### src/rtl/cdb_arb_q_if.sv
// Source-side result handshake and common-data-bus broadcast signals of cdb_arb_q.
interface cdb_arb_q_if #(
    parameter int unsigned N_SRC  = 4,
    parameter int unsigned TAG_W  = 6,
    parameter int unsigned ID_W   = 5,
    parameter int unsigned DATA_W = 32
);
    localparam int unsigned SRC_W = $clog2(N_SRC);

    logic                      flush;
    logic [N_SRC-1:0]          src_req;
    logic [N_SRC-1:0]          src_rdy;
    logic [N_SRC*TAG_W-1:0]    src_tag;
    logic [N_SRC*DATA_W-1:0]   src_wdata;
    logic [N_SRC*ID_W-1:0]     src_inst_id;
    logic                      cdb_wr;
    logic [TAG_W-1:0]          cdb_tag;
    logic [DATA_W-1:0]         cdb_wdata;
    logic [ID_W-1:0]           cdb_inst_id;
    logic [SRC_W-1:0]          cdb_src;

    modport master (
        output flush, src_req, src_tag, src_wdata, src_inst_id,
        input  src_rdy, cdb_wr, cdb_tag, cdb_wdata, cdb_inst_id, cdb_src
    );

    modport slave (
        input  flush, src_req, src_tag, src_wdata, src_inst_id,
        output src_rdy, cdb_wr, cdb_tag, cdb_wdata, cdb_inst_id, cdb_src
    );
endinterface

### src/rtl/cdb_arb_q.sv
// Per-source result queues feeding a single common data bus through a
// fixed-priority (MODE=0) or round-robin (MODE=1) arbiter.
module cdb_arb_q #(
    parameter int unsigned N_SRC  = 4,
    parameter int unsigned DEPTH  = 2,
    parameter int unsigned TAG_W  = 6,
    parameter int unsigned ID_W   = 5,
    parameter int unsigned DATA_W = 32,
    parameter int unsigned MODE   = 0
) (
    input  logic       clk,
    input  logic       rst,
    cdb_arb_q_if.slave bus
);
    localparam int unsigned SRC_W = $clog2(N_SRC);
    localparam int unsigned PTR_W = $clog2(DEPTH);
    localparam int unsigned CNT_W = PTR_W + 1;

    logic [TAG_W-1:0]  tag_mem  [N_SRC][DEPTH];
    logic [DATA_W-1:0] data_mem [N_SRC][DEPTH];
    logic [ID_W-1:0]   id_mem   [N_SRC][DEPTH];
    logic [PTR_W-1:0]  wr_ptr   [N_SRC];
    logic [PTR_W-1:0]  rd_ptr   [N_SRC];
    logic [CNT_W-1:0]  count    [N_SRC];
    logic [SRC_W-1:0]  rr_ptr;

    logic [N_SRC-1:0]  not_full;
    logic [N_SRC-1:0]  not_empty;
    logic [N_SRC-1:0]  push;
    logic [N_SRC-1:0]  pop;
    logic [SRC_W-1:0]  start;
    logic [SRC_W-1:0]  idx;
    logic [SRC_W-1:0]  sel;
    logic              found;
    logic              grant;

    // Occupancy flags come from the count registers only.
    always_comb begin
        not_full  = '0;
        not_empty = '0;
        for (int i = 0; i < N_SRC; i++) begin
            not_full[i]  = (count[i] != CNT_W'(DEPTH));
            not_empty[i] = (count[i] != '0);
        end
    end

    assign start = (MODE == 1) ? rr_ptr : '0;

    // First non-empty queue scanning upward from start, wrapping.
    always_comb begin
        found = 1'b0;
        sel   = '0;
        idx   = '0;
        for (int k = 0; k < N_SRC; k++) begin
            idx = SRC_W'((32'(start) + 32'(k)) % N_SRC);
            if (!found && not_empty[idx]) begin
                found = 1'b1;
                sel   = idx;
            end
        end
    end

    assign grant = found & ~bus.flush & rst;

    always_comb begin
        push = '0;
        pop  = '0;
        for (int i = 0; i < N_SRC; i++) begin
            push[i] = bus.src_req[i] & not_full[i] & ~bus.flush;
            pop[i]  = grant & (sel == SRC_W'(i));
        end
    end

    assign bus.src_rdy     = not_full & {N_SRC{rst}};
    assign bus.cdb_wr      = grant;
    assign bus.cdb_src     = grant ? sel : '0;
    assign bus.cdb_tag     = grant ? tag_mem[sel][rd_ptr[sel]]  : '0;
    assign bus.cdb_wdata   = grant ? data_mem[sel][rd_ptr[sel]] : '0;
    assign bus.cdb_inst_id = grant ? id_mem[sel][rd_ptr[sel]]   : '0;

    // Queue storage carries no reset; validity is tracked by count.
    always_ff @(posedge clk) begin
        for (int i = 0; i < N_SRC; i++) begin
            if (push[i]) begin
                tag_mem[i][wr_ptr[i]]  <= bus.src_tag[i*TAG_W +: TAG_W];
                data_mem[i][wr_ptr[i]] <= bus.src_wdata[i*DATA_W +: DATA_W];
                id_mem[i][wr_ptr[i]]   <= bus.src_inst_id[i*ID_W +: ID_W];
            end
        end
    end

    always_ff @(posedge clk) begin
        if (!rst) begin
            for (int i = 0; i < N_SRC; i++) begin
                wr_ptr[i] <= '0;
                rd_ptr[i] <= '0;
                count[i]  <= '0;
            end
            rr_ptr <= '0;
        end else if (bus.flush) begin
            for (int i = 0; i < N_SRC; i++) begin
                wr_ptr[i] <= '0;
                rd_ptr[i] <= '0;
                count[i]  <= '0;
            end
        end else begin
            for (int i = 0; i < N_SRC; i++) begin
                if (push[i]) begin
                    wr_ptr[i] <= wr_ptr[i] + 1'b1;
                end
                if (pop[i]) begin
                    rd_ptr[i] <= rd_ptr[i] + 1'b1;
                end
                case ({push[i], pop[i]})
                    2'b10:   count[i] <= count[i] + 1'b1;
                    2'b01:   count[i] <= count[i] - 1'b1;
                    default: count[i] <= count[i];
                endcase
            end
            if ((MODE == 1) && grant) begin
                rr_ptr <= (sel == SRC_W'(N_SRC - 1)) ? '0 : sel + 1'b1;
            end
        end
    end
endmodule

### src/flat_wrapper.sv
// flat-port wrapper written by rule: the top's interface ports become plain ports
module cdb_arb_q_flat 
#(
    parameter int unsigned N_SRC  = 4,
    parameter int unsigned DEPTH  = 2,
    parameter int unsigned TAG_W  = 6,
    parameter int unsigned ID_W   = 5,
    parameter int unsigned DATA_W = 32,
    parameter int unsigned MODE   = 0
)
  (clk, rst, bus_flush, bus_src_req, bus_src_tag, bus_src_wdata, bus_src_inst_id, bus_src_rdy, bus_cdb_wr, bus_cdb_tag, bus_cdb_wdata, bus_cdb_inst_id, bus_cdb_src);
  cdb_arb_q_if #(.N_SRC(N_SRC), .TAG_W(TAG_W), .ID_W(ID_W), .DATA_W(DATA_W)) bus_i ();
  input  logic clk;
  input  logic rst;
  input wire logic [$bits(bus_i.flush)-1:0] bus_flush;
  input wire logic [$bits(bus_i.src_req)-1:0] bus_src_req;
  input wire logic [$bits(bus_i.src_tag)-1:0] bus_src_tag;
  input wire logic [$bits(bus_i.src_wdata)-1:0] bus_src_wdata;
  input wire logic [$bits(bus_i.src_inst_id)-1:0] bus_src_inst_id;
  output wire logic [$bits(bus_i.src_rdy)-1:0] bus_src_rdy;
  output wire logic [$bits(bus_i.cdb_wr)-1:0] bus_cdb_wr;
  output wire logic [$bits(bus_i.cdb_tag)-1:0] bus_cdb_tag;
  output wire logic [$bits(bus_i.cdb_wdata)-1:0] bus_cdb_wdata;
  output wire logic [$bits(bus_i.cdb_inst_id)-1:0] bus_cdb_inst_id;
  output wire logic [$bits(bus_i.cdb_src)-1:0] bus_cdb_src;
  assign bus_i.flush = bus_flush;
  assign bus_i.src_req = bus_src_req;
  assign bus_i.src_tag = bus_src_tag;
  assign bus_i.src_wdata = bus_src_wdata;
  assign bus_i.src_inst_id = bus_src_inst_id;
  assign bus_src_rdy = bus_i.src_rdy;
  assign bus_cdb_wr = bus_i.cdb_wr;
  assign bus_cdb_tag = bus_i.cdb_tag;
  assign bus_cdb_wdata = bus_i.cdb_wdata;
  assign bus_cdb_inst_id = bus_i.cdb_inst_id;
  assign bus_cdb_src = bus_i.cdb_src;
  cdb_arb_q #(.N_SRC(N_SRC), .DEPTH(DEPTH), .TAG_W(TAG_W), .ID_W(ID_W), .DATA_W(DATA_W), .MODE(MODE)) u_core (.clk(clk), .rst(rst), .bus(bus_i));
endmodule
### config.mk
export PLATFORM = sky130hd
export DESIGN_NAME = cdb_arb_q_flat
export DESIGN_NICKNAME = d
export VERILOG_FILES = /design/src/rtl/cdb_arb_q_if.sv /design/src/rtl/cdb_arb_q.sv /design/src/flat_wrapper.sv
export SDC_FILE = /design/constraint.sdc
export NUM_CORES = 1
export LEC_CHECK = 0
export ABC_AREA = 1
export CORE_MARGIN = 3
export CORE_UTILIZATION = 54
export CTS_CLUSTER_DIAMETER = 80
export DETAILED_ROUTE_END_ITERATION = 7
export PLACE_DENSITY = 0.91
export SLEW_MARGIN = 20
export SYNTH_ARGS = -nofsm -noshare
export SYNTH_HDL_FRONTEND = slang
export SYNTH_SLANG_ARGS = --single-unit
export TNS_END_PERCENT = 50
### constraint.sdc
create_clock -name clk -period 4.1 [get_ports clk]
set_input_delay 0.82 -clock clk [delete_from_list [all_inputs] [get_ports clk]]
set_output_delay 0.82 -clock clk [all_outputs]
set_load 0.02 [all_outputs]
# Word level (Yosys, flattened, before mapping)

Memories as Yosys holds them, arrays and structs flattened.
Index checks and enable logic that the tools add are counted.

$lt $le $gt $ge: 9
$add $sub $neg: 16
Multipliers: 0
Div/mod/pow operators: 0
Multiplexer cells: 172
Shift-type cells: 0
Reductions and logical operators: 19
Bitwise operators: 53
Equal/unequal tests: 15

Operators by type and width:

| operator            | count |
|---|---|
| $mux 32             | 8 |
| $mux 64             | 4 |
| $demux 32 s1        | 4 |
| $mux 1              | 105 |
| $mux 12             | 4 |
| $mux 6              | 8 |
| $mux 10             | 4 |
| $mux 5              | 8 |
| $mux 2              | 19 |
| $or 1x1->1          | 32 |
| $demux 6 s1         | 4 |
| $demux 5 s1         | 4 |
| $and 1x1->1         | 14 |
| $eq 2x2->1 const B  | 6 |
| $eq 2x1->1 const B  | 5 |
| $ge 2x2->1 const B  | 5 |
| $not 1->2           | 5 |
| $add 1x1->1 const B | 8 |
| $add 2x1->2 const B | 4 |
| $lt 2x1->1 const B  | 4 |
| $ne 2x2->1 const B  | 4 |
| $reduce_bool 2->1   | 4 |
| $reduce_or 2->1     | 4 |
| $sub 2x1->2 const B | 4 |
| 5 further kinds     | 13 |

Bits in latches: 0
Input port bits: 179
Bits in read-only memories: 0
Memories kept: 6
RAM bits: 360
Logic and storage cells: 290
Register bits: 0

Memory list:

| memory          | depth | bits a word | rd ports | clocked after memory_dff | wr ports | RTL line        | RTL |
|---|---|---|---|---|---|---|---|
| u_core.data_mem | 4     | 64          | 1        | 0                        | 4        | cdb_arb_q.sv:20 | `logic [DATA_W-1:0] data_mem [N_SRC][DEPTH];` |
| u_core.tag_mem  | 4     | 12          | 1        | 0                        | 4        | cdb_arb_q.sv:19 | `logic [TAG_W-1:0] tag_mem [N_SRC][DEPTH];` |
| u_core.id_mem   | 4     | 10          | 1        | 0                        | 4        | cdb_arb_q.sv:21 | `logic [ID_W-1:0] id_mem [N_SRC][DEPTH];` |
| u_core.count    | 4     | 2           | 4        | 0                        | 4        | cdb_arb_q.sv:24 | `logic [CNT_W-1:0] count [N_SRC];` |
| u_core.rd_ptr   | 4     | 1           | 5        | 0                        | 4        | cdb_arb_q.sv:23 | `logic [PTR_W-1:0] rd_ptr [N_SRC];` |
| u_core.wr_ptr   | 4     | 1           | 4        | 0                        | 4        | cdb_arb_q.sv:22 | `logic [PTR_W-1:0] wr_ptr [N_SRC];` |

# Longest topological paths before layout

An unclocked memory read counts as a cell.

Depth after elaboration: 23
Depth in mapped cells: 16

# Worst setup path after synthesis

Ideal clock, no wire load.

Path type: input to register
Start point: input port bus_src_req[1]
End point: memory u_core.data_mem[1][0] (netlist name) (enable)
Arrival: 3027 ps
Setup time: 443 ps
Stages on the path: 6
Setup slack: 630 ps
Buffers on the path: 0
Path through: inv_1 > nor2_1 > inv_1 > nor2_1 > inv_1 > nor2_1

RTL lines:

| element         | RTL line           | RTL |
|---|---|---|
| start, declared | flat_wrapper.sv:16 | `input wire logic [$bits(bus_i.src_req)-1:0] bus_src_req;` |
| end, declared   | cdb_arb_q.sv:20    |  |

==> flow_summary.json <==
{
  "status": "completed",
  "crit_fanout": 28,
  "wl_per_cell_um": 21.13,
  "synth_top_area_share": 0.6946,
  "end_kind": "output pin",
  "syn-num-nets": 1562,
  "cts.clk_slew.worst_paths_ns": 0.06,
  "drv_cap": 0,
  "drive_gt1_frac": 0.07602,
  "seq_area_frac_synth": 0.6972,
  "synth.area.top_cells": "edfxtp_1, nand2_1, nor2_1, nand3_1, inv_1",
  "final-setup-viol-count": 0,
  "dp_slack_ns": 0.3336,
  "fmax_mhz": 248.5,
  "overflow": 0,
  "skew_ns": 0.01446,
  "cp_cell_sequence": "inv_1, ha_2, nand3_1, o21ai_4, buf_6, nand2_1, nand3_1, nand2_1, nand2_1, nand2_1, nor2_1, clkdlybuf4s50_1",
  "place_area_mm2": 0.01832,
  "drcViolationCount": 0,
  "slew_viol_final": 0,
  "reg2reg_depth": 15,
  "multi_input_area_mm2": 0.003894,
  "initial_core_util": 0.5525,
  "pwr_density_cell_mw_per_mm2": 497.4,
  "worstMarginPinSlew_ns": 0.7357,
  "die_h_um": 175.3,
  "worstSetupPathType": "reg2out",
  "grt_max_degree": 113,
  "htreeDepth": 2,
  "io-pin-count": 229,
  "viasPerCell": 5.747,
  "cp_common_cell": "nand2_1",
  "final-seq-area_mm2": 0.01079,
  "rsz0062_at_grt": "true",
  "r2r_slack_ns": 1.13,
  "cts_buffers": 37,
  "yosysWarningCount": 0,
  "final_area_mm2": 0.01966,
  "portBuffers": 228,
  "grt_antenna_before_repair": 4,
  "hpwlAfterDp_mm": 25.48,
  "netlist.top_cell.by_area": "edfxtp_1",
  "fin_crit_ns": 4.023,
  "die_x_um": 175.3,
  "nFillCells": 1813,
  "gp_congestion": 0.8304,
  "ys.flop_type": "edfxtp_1",
  "hold_viol": 0,
  "antenna_violating_nets_post_route": 0,
  "grt_pass1_wl_mm": 62.40,
  "yosysUniqueCellTypes": 32,
  "min_path_type": "reg2reg",
  "layout_commonest_cell": "edfxtp_1",
  "clock-sinks": 360,
  "synth_edf_count": 358,
  "insertion_delay_ns": 0.51,
  "netlist_instances": 1370,
  "ys_ff_latch": 360,
  "layout_common_cells": "edfxtp_1, nand2_1, clkdlybuf4s50_1, nor2_1, nand3_1",
  "finalWorstSetupSlack_ns": 0.07654,
  "fin_nets": 1782,
  "vias": 11490,
  "max_stage_delay_ns": 0.63,
  "relSlewSlack": 0.5084,
  "design.die.area_mm2": 0.03073,
  "finalCritPeriodShare": 0.9813,
  "power.leakage_nw": 7.863,
  "worst_ep_required_time_ns": 3.28,
  "first_pass_iters": 5,
  "first_iter_violations": 1529,
  "syn_area_mm2": 0.01548,
  "root_buffer": "clkbuf_16",
  "crit_slowest_cell": "clkdlybuf4s50_1",
  "clockBufferDepth": 3,
  "start_kind": "flip-flop",
  "cts_tree": "yes",
  "whs_path_depth": 2,
  "area.growth.synth_to_final_pct": 27.01,
  "wl_mm": 42.24,
  "rows": 61,
  "grt_pass1_vias": 11580,
  "vdd_drop_max_mv": 0.3760,
  "arrival_ns": 3.20,
  "synthArstFlopShare": 0,
  "synth_area_per_cell_um2": 11.30,
  "fp.coreArea_mm2": 0.02801,
  "grt_usage": 0.2599
}
## critical path: cells and delay by family, from the launching register on
family	cells	cell delay, ns
compound gates	1	0.29
fa+ha+maj	1	0.28
buf+inv	3	1.10
flops	1	0.39
simple gates	7	0.63
## worst paths after layout
path,from,end
min,u_core.rd_ptr[2],u_core.rd_ptr[2]
max reg2reg,u_core.count[2][0],u_core.count[2][1]
max,u_core.count[0][0],bus_cdb_wdata[18]
min reg2reg,u_core.rd_ptr[2],u_core.rd_ptr[2]
## area by class of cell
cell class,instances,share of cell area
multi-input combinational,787,0.1981
clock buffer,47,0.05118
timing repair buffer,256,0.1414
antenna,3,0.0003819
sequential,360,0.5489
clock inverter,20,0.007702
tap,378,0.02406
inverter,148,0.02826
## cell usage after synthesis, types with 4 or more instances
master    number
buf_6          5
nor3_1         6
or2_0         10
a21oi_1        5
nor2_1       201
buf_2         34
ha_1          13
edfxtp_1     358
nand2_1      246
o211ai_1      32
nand3_1      145
o22ai_1       30
inv_2          5
or2_2         20
inv_1        143
nand3b_1      27
buf_4          4
clkbuf_1      33
o21ai_0       36
## flip-flops by register name (all words and copies together) (netlist names)
signal,flops
u_core.id_mem,40
u_core.data_mem,256
u_core.wr_ptr,4
u_core.count,8
u_core.rd_ptr,4
u_core.tag_mem,48
## where the power goes
group / internal (mW) / leakage (nW) / switching [mW] / total [mW]
registers: 4.23 / 3.32 / 0.0479 / 4.28
clock network: 1.87 / 0.552 / 1.34 / 3.21
logic: 0.843 / 3.99 / 1.45 / 2.29
## cells by family (layout without fill, tap and decap cells)
logic type,Yosys count,count (layout),synth area share
other,0,3,0
AND/OR/NAND/NOR,663,664,0.1872
adder cells (fa/ha/maj),13,13,0.01051
buffers and inverters,224,471,0.06047
AO/OA/AOI/OAI,109,109,0.04398
flip-flops,360,360,0.6972
XOR/XNOR,1,1,0.0005660
## per-layer routing
metal	up-vias	track usage	wire length (µm)
li1	5114	-	-
met3	128	0.05210	4016
met1	5510	0.3366	15780
met4	2	0.09641	1477
met2	735	0.4383	20960
met5	-	0	7
## per-stage QoR
step,cells,hold slack (ns),setup TNS (ns),power [mW],utilization
5_1_grt,1999,0.5278,-0.1688,10.15,0.7017
2_1_floorplan,1370,0.4405,0,5.695,-
3_3_place_gp,1925,0.4509,0,6.437,0.6540
3_5_place_dp,1925,0.4554,0,6.527,0.6540
4_1_cts,1994,0.4643,0,9.745,0.6969
6_report,1999,0.4865,0,9.778,0.7017
## timing repair
item	in CTS	in global routing
pin swaps	1	0
hold buffers	0	0
setup buffers	1	0
resized for setup	8	38
gates cloned	1	2
setup endpoints to repair	35	38
hold endpoints to repair	0	0
Power figures use the tool's default switching activity.
